[config.mk]
export PLATFORM = sky130hd
export DESIGN_NAME = light_pattern_seq
export DESIGN_NICKNAME = d
export VERILOG_FILES = /design/src/rtl/light_pattern_seq.sv
export SDC_FILE = /design/constraint.sdc
export NUM_CORES = 1
export LEC_CHECK = 0
export CAP_MARGIN = 10
export CORE_ASPECT_RATIO = 1.75
export CORE_MARGIN = 1
export CORE_UTILIZATION = 30
export CTS_BUF_LIST = sky130_fd_sc_hd__clkbuf_8
export CTS_CLUSTER_SIZE = 30
export DETAILED_ROUTE_END_ITERATION = 8
export MAX_ROUTING_LAYER = met4
export PLACE_DENSITY = 0.51
export RECOVER_POWER = 25
export SYNTH_ARGS = -nofsm -noshare
export SYNTH_HDL_FRONTEND = slang
export SYNTH_SLANG_ARGS = --single-unit
[constraint.sdc]
create_clock -name clock -period 2.35 [get_ports clock]
set_input_delay 0.47 -clock clock [delete_from_list [all_inputs] [get_ports clock]]
set_output_delay 0.47 -clock clock [all_outputs]
set_load 0.1 [all_outputs]
[src/rtl/light_pattern_seq.sv]
// Pattern table light sequencer with auto-forward/reverse, hold and manual step modes.
// Build option DEFAULT_PATTERNS_EN: table resets to the 95/A9, A9/95, 99/99, A5/A5 set instead of zeros.
module light_pattern_seq #(
    parameter int WIDTH   = 8,
    parameter int NUM_PAT = 4,
    parameter int TICKS   = 6250000
) (
    input  logic             clock,
    input  logic             reset,
    input  logic             enable,
    input  logic [1:0]       mode,
    input  logic             step,
    input  logic             wr_en,
    input  logic [3:0]       wr_addr,
    input  logic [WIDTH-1:0] wr_green,
    input  logic [WIDTH-1:0] wr_red,
    output logic [WIDTH-1:0] green,
    output logic [WIDTH-1:0] red,
    output logic [3:0]       pat_idx,
    output logic             adv
);

    localparam int IW = $clog2(NUM_PAT);
    localparam int PW = $clog2(TICKS);
    localparam logic [PW-1:0] PRESC_LAST = PW'(TICKS - 1);
    localparam logic [IW-1:0] IDX_LAST   = IW'(NUM_PAT - 1);

    localparam logic [1:0] MODE_FWD  = 2'b00;
    localparam logic [1:0] MODE_REV  = 2'b01;
    localparam logic [1:0] MODE_HOLD = 2'b10;

`ifdef DEFAULT_PATTERNS_EN
    function automatic logic [WIDTH-1:0] dflt_g(input int k);
        logic [7:0] v;
        case (k % 4)
            0:       v = 8'h95;
            1:       v = 8'hA9;
            2:       v = 8'h99;
            default: v = 8'hA5;
        endcase
        return WIDTH'(v);
    endfunction

    function automatic logic [WIDTH-1:0] dflt_r(input int k);
        logic [7:0] v;
        case (k % 4)
            0:       v = 8'hA9;
            1:       v = 8'h95;
            2:       v = 8'h99;
            default: v = 8'hA5;
        endcase
        return WIDTH'(v);
    endfunction
`endif

    logic [WIDTH-1:0] tbl_g [NUM_PAT];
    logic [WIDTH-1:0] tbl_r [NUM_PAT];

    logic [PW-1:0] presc, presc_nxt;
    logic [IW-1:0] idx, idx_nxt, idx_fwd, idx_rev;
    logic          adv_nxt;
    logic          step_d;
    logic          step_rise;

    assign step_rise = step & ~step_d;
    assign idx_fwd   = (idx == IDX_LAST) ? '0 : idx + IW'(1);
    assign idx_rev   = (idx == '0) ? IDX_LAST : idx - IW'(1);
    assign pat_idx   = 4'(idx);

    always_ff @(posedge clock or negedge reset) begin
        if (!reset) begin
            presc  <= '0;
            idx    <= '0;
            adv    <= 1'b0;
            step_d <= 1'b0;
        end else begin
            presc  <= presc_nxt;
            idx    <= idx_nxt;
            adv    <= adv_nxt;
            step_d <= step;
        end
    end

    // Disable parks at entry 0 silently; adv only marks real advances.
    always_comb begin
        presc_nxt = presc;
        idx_nxt   = idx;
        adv_nxt   = 1'b0;
        if (!enable) begin
            presc_nxt = '0;
            idx_nxt   = '0;
        end else begin
            case (mode)
                MODE_FWD, MODE_REV: begin
                    if (presc == PRESC_LAST) begin
                        presc_nxt = '0;
                        idx_nxt   = (mode == MODE_REV) ? idx_rev : idx_fwd;
                        adv_nxt   = 1'b1;
                    end else begin
                        presc_nxt = presc + PW'(1);
                    end
                end
                MODE_HOLD: begin
                    presc_nxt = presc;
                end
                default: begin
                    presc_nxt = '0;
                    if (step_rise) begin
                        idx_nxt = idx_fwd;
                        adv_nxt = 1'b1;
                    end
                end
            endcase
        end
    end

    // Addresses beyond the table never match any entry, so they are dropped.
    always_ff @(posedge clock or negedge reset) begin
        if (!reset) begin
            for (int k = 0; k < NUM_PAT; k++) begin
`ifdef DEFAULT_PATTERNS_EN
                tbl_g[k] <= dflt_g(k);
                tbl_r[k] <= dflt_r(k);
`else
                tbl_g[k] <= '0;
                tbl_r[k] <= '0;
`endif
            end
        end else begin
            for (int k = 0; k < NUM_PAT; k++) begin
                if (wr_en && (wr_addr == 4'(k))) begin
                    tbl_g[k] <= wr_green;
                    tbl_r[k] <= wr_red;
                end
            end
        end
    end

    always_ff @(posedge clock or negedge reset) begin
        if (!reset) begin
`ifdef DEFAULT_PATTERNS_EN
            green <= dflt_g(0);
            red   <= dflt_r(0);
`else
            green <= '0;
            red   <= '0;
`endif
        end else begin
            green <= tbl_g[idx];
            red   <= tbl_r[idx];
        end
    end

endmodule

; ---- After elaboration in Yosys (flattened, before gate mapping)
; Index checks and enable logic that the tools add are counted.
[word_totals]
reg_bits = 107
latchBits = 0
ramBits = 0
rom_bits = 0
inputBits = 27
out_inout_bits = 21
wordCells = 60
mem_count = 0
[classes]
addsub = 3
mul = 0
div_mod_pow = 0
n_lt_le_gt_ge = 1
eq_ne = 10
shifts = 0
mux = 20
bitwise = 3
reduce_logical = 9
[op_table]
columns = op, count
row1 = two-way mux 23 bit, 2
row2 = one-hot mux 23 bit (2 select lines), 1
row3 = binary-select mux 8 bit (select 2 bit), 2
row4 = two-way mux 8 bit, 4
row5 = "adder 23 x 1 -> 23 bit, second input constant", 1
row6 = "== test 23 bit, second input constant", 1
row7 = two-way mux 2 bit, 6
row8 = "== test 4 x 2 -> 1 bit, second input constant", 2
row9 = "== test 2 bit, second input constant", 2
row10 = "== test 4 x 1 -> 1 bit, second input constant", 1
row11 = logical AND 1 bit, 4
row12 = logical NOT 2 bit, 2
row13 = logical NOT 4 bit, 1
row14 = one-hot mux 2 bit (2 select lines), 1
row15 = ">= comparator 3 bit, second input constant", 1
row16 = two-way mux 1 bit, 3
row17 = "!= test 3 x 1 -> 1 bit, second input constant", 1
row18 = "!= test 3 bit, second input constant", 1
row19 = NOT 2 -> 3 bit, 1
row20 = AND reduction 3 bit, 1
row21 = "adder 2 x 1 -> 2 bit, second input constant", 1
row22 = "== test 2 x 1 -> 1 bit, second input constant", 1
row23 = "!= test 2 bit, second input constant", 1
row24 = one-hot mux 1 bit (2 select lines), 1
row25 = 4 further kinds, 4

; ---- Logic depth before layout (Yosys ltp)
[depth]
ltp_word = 6
depth_mapped = 7
ltp_nobuf = 6

; ---- Worst setup path before layout
; No wires, ideal clock.
[synth_path]
kind = reg-to-reg
startpoint = register idx[0]
endpoint = register idx[1]
setup_ns = 0.120
arrival_time_ns = 2.337
t_required_ns = 2.230
path_slack_ns = -0.107
path_stages_with_launch = 8
n_path_buf = 2
period_less_slack_ns = 2.457
cell_sequence = dfrtp_1 -> buf_2 -> buf_2 -> inv_1 -> ha_1 -> xor2_1 -> nand2_1 -> o211a_1
[synth_between]
elab_chain_cells = 6
word_cells_on_any_way = 11
cone_classes = 2 x add/sub / 1 x eq/ne / 7 x mux / 1 x reduce/logical
[synth_rtl]
columns = item, line_no
row1 = start: declaration, 60  ; logic [IW-1:0] idx, idx_nxt, idx_fwd, idx_rev;
row2 = start signal: assignment, 78  ; idx <= idx_nxt;
row3 = adder 2 x 1 -> 2 bit (tied with other cells), 66  ; assign idx_fwd = (idx == IDX_LAST) ? '0 : idx + IW'(1);
row4 = two-way mux 2 bit (on tied branches), "66, 67"
row5 = two-way mux 2 bit, 97  ; idx_nxt = (mode == MODE_REV) ? idx_rev : idx_fwd;
row6 = two-way mux 2 bit, 95  ; if (presc == PRESC_LAST) begin
row7 = one-hot mux 2 bit (2 select lines) *, 93  ; case (mode)
row8 = two-way mux 2 bit *, 89  ; if (!enable) begin
; Every way passes the cells marked *; elsewhere a longest branch is shown, timed or not. The select of a mux whose other input is x is not followed.
; A chain may end at the register's enable or synchronous reset.

; ---- Worst setup path in the final report
[layout_path]
startpoint = register presc[8]
endpoint = register presc[15]
[layout_between]
elab_chain_cells = 4
word_cells_on_any_way = 5
cone_classes = 1 x add/sub / 1 x eq/ne / 3 x mux
[layout_rtl]
columns = item, line_no
row1 = start: declaration, 59  ; logic [PW-1:0] presc, presc_nxt;
row2 = start signal: assignment, 77  ; presc <= presc_nxt;
row3 = adder 23 x 1 -> 23 bit or == test 23 bit (tied branches), "100, 95"
row4 = two-way mux 23 bit *, 95
row5 = one-hot mux 23 bit (2 select lines) *, 93
row6 = two-way mux 23 bit *, 89
; Every way passes the cells marked *; elsewhere a longest branch is shown, timed or not.

==> impl_results.md <==
* Status: complete, but fails checks
* Failing checks: capacitance limit, slew limit
* FFs w/ async S/R, synth at between 90% and 100%
* Largest net degree at the start of global routing at 48
* Reg area at around 2700 um2
* Core box area at 15400 um2
* Num rows at 60
* TritonCTS clock tree: yes
* Ys flop type: dfrtp_1
* Worst Setup EP: presc[15]$_DFFE_PN0P_
* Crit path kind: reg -> reg
* Most frequent cells after synthesis: dfrtp_1 (107), mux2_2 (65), mux4_2 (16), nand2_1 (16), nand3_1 (14)
* Most common cell in the synthesized netlist: dfrtp_1
* First-pass GRT wire length at approximately 17000 um
* Reg-to-reg startpoint: presc[8]$_DFFE_PN0P_
* 1st-iter DRT viols at 151
* Vias in the first global route at between 3000 and 4000
* Crit path DAT at ~2.1 ns
* N_diodes at 0
* CTS Buf Count at 9
* Top post-synthesis cells by area: dfrtp_1 (57%), mux2_2 (15%), mux4_2 (7.6%)
* Post-CTS sizing at 0
* Synth Area per Inst at 13.8 um2
* R2R Path End: presc[15]$_DFFE_PN0P_
* I/O pin cnt at 48
* Maximum clock path buffer count at 2
* Crit Path Max Fanout at 34
* Fin nets at around 430
* Post-synth cell types at just under 50
* DRC at 0
* Post-synth EDFFs at 0
* Worst Path Required at 2.59 ns
* Overall routing resource usage at roughly 14%
* GR Overflow Total at 0
* Metal2 WL at about 5100 um
* Yosys top cell by area: dfrtp_1
* P_leak at 2.39 nW
* Post-DP Area at between 5000 and 6000 um2
* Final non-filler cell area at about 5700 um2
* Initial Utilization at approximately 31%
* Die area at about 16000 um2
* Final Hold Vio Count at 0
* Fin crit share at about four fifths
* Yosys warning total at 0
* Final-layout fill cell count at approximately 1500
* Slack of the worst reg-to-reg path at just under 0.5 ns
* Routed wl met3 at around 280 um
* Worst Setup SP: presc[8]$_DFFE_PN0P_
* Area delta synth->final at 19.7%
* Area of the multi-input gates at around 2000 um2
* Clock Latency Late Sink at 0.38 ns
* Share of layout cells above drive strength 1 at between 30% and 40%
* Top Layer Used: met4
* M1 wire length at between 4000 and 5000 um
* CTS root buffer: clkbuf_8
* Max Fclk at 0.536 GHz
* Fin Setup TNS at 0 ns
* GP Congestion at a little over 0.8
* 1st-pass router iterations at 4
* Pwr dens at about 840 nW/um2
* Min Tclk post-route at 1.86 ns
* Post-CTS setup buffer count at 0
* R2r worst-path depth at 6
* Clk sinks at 107
* Initial antenna violation count at 0
* CP startpoint kind: flop
* Worst Skew at between 0.01 and 0.015 ns
* Antenna viol nets, final at 0
* Hold Path Class: reg -> reg
* RSZ-0062 raised after global routing: no
* Post-Syn Instances at about 340
* Maxcap violations at 1
* Max-slew violations at 32
* DPL Wire Length at 6860 um
* Seq/Total Area, Yosys at 56.6%
* Via/cell ratio at between 5 and 6
* Synth Cell Area at around 4700 um2
* Via count at approximately 3000
* WL final at between 10000 and 15000 um
* Die Y-Extent at ~170 um
* Routed WL per cell at about 17 um
* CP endpoint kind: flop
* Worst-Margin Slew at about 1.8 ns
* VDD IR max at around 480 uV
* Setup violators final at 0
* Cts hold-fix bufs at 0
* Input/output buffers at 45
* Die X-Extent at approximately 97 um
* Clk pin slew, worst setup/hold paths at about 0.12 ns
* Synth top area share at 56.6%
* H-tree levels at 3
* Max_slew headroom at -19.5%
* Synth Register Bits at about 110
-- worst max-delay path, cell delays in order (launching register included) --
cell     delay [ns]
dfrtp_1        0.45
or4_4          0.57
nor3_2         0.15
a21oi_2        0.09
buf_12         0.17
a41oi_1        0.23
a31oi_1        0.07
-- report_power, final --
part / switching [mW] / internal [mW]
logic: 0.817 / 0.459
registers: 0.161 / 2.18
clock network: 0.717 / 0.427
total: 1.69 / 3.06
-- cells in the final DEF (no fill, tap or decap), types with 3 or more instances in the layout --
cell type,n
nand3_1,14
mux2i_1,3
mux2_2,65
nand4_1,7
nand2_1,16
nand2b_1,5
a31oi_1,8
inv_8,4
inv_1,6
a21oi_1,11
a41oi_1,3
o21ai_1,4
nor4_1,3
buf_12,6
dfrtp_1,105
clkbuf_8,9
xor2_1,6
mux4_2,16
buf_4,25
nand3b_1,3
nor2_1,13
clkdlybuf4s50_1,24
ha_1,3
and3_1,4
-- flip-flops by register name, indices dropped and copies added, names as in the netlist --
| signal | flops |
|---|---|
| red | 8 |
| tbl_r | 32 |
| idx | 2 |
| adv | 1 |
| green | 8 |
| step_d | 1 |
| presc | 23 |
| tbl_g | 32 |
-- cells by family (layout without fill, tap and decap cells) --
logic type / count (synthesis) / after routing / synth area share, %
buffers and inverters: 23 / 81 / 2.38
adder cells (fa/ha/maj): 3 / 3 / 0.793
AO/OA/AOI/OAI: 36 / 36 / 4.84
multiplexers: 84 / 84 / 23.7
AND/OR/NAND/NOR: 83 / 83 / 10.5
other: 1 / 2 / 0.0792
XOR/XNOR: 6 / 6 / 1.11
flip-flops: 107 / 107 / 56.6
-- through the flow --
stage	power [mW]	util, %	setup WS [ns]	hold WS [ns]	instances
2_1_floorplan	3.31	-	0.187	0.174	344
3_3_place_gp	3.64	35.6	0.286	0.444	572
3_5_place_dp	3.67	35.6	0.254	0.445	572
4_1_cts	4.85	36.9	0.462	0.0140	588
5_1_grt	5.00	36.8	0.153	0.535	588
6_report	4.76	36.8	0.486	0.514	588
-- final cells by class --
| type | instances | share of cell area, % |
|---|---|---|
| sequential | 107 | 47.3 |
| multi-input combinational | 214 | 34.6 |
| timing repair buffer | 59 | 10.1 |
| tap | 186 | 4.11 |
| clock buffer | 9 | 2.19 |
| clock inverter | 7 | 1.33 |
| inverter | 6 | 0.398 |
-- how the worst min path moves through the flow --
stage / depth (start not counted) / startpoint / end
final: 1 / tbl_r[4]$_DFFE_PN0P_ / tbl_r[4]$_DFFE_PN0P_
after global routing: 1 / tbl_r[26]$_DFFE_PN0P_ / tbl_r[26]$_DFFE_PN0P_
after CTS: 1 / reset / tbl_r[20]$_DFFE_PN0P_
after detailed placement: 1 / reset / adv$_DFF_PN0_
after global placement: 1 / reset / idx[0]$_DFFE_PN0P_
after floorplan: 0 / reset / adv$_DFF_PN0_
-- metal layers --
layer	vias to the layer above	global-route usage (%)
li1	1371	-
met1	1522	16.2
met2	69	22.3
met3	17	2.70
met4	0	5.19
met5	-	-
Power figures use the tool's default switching activity.
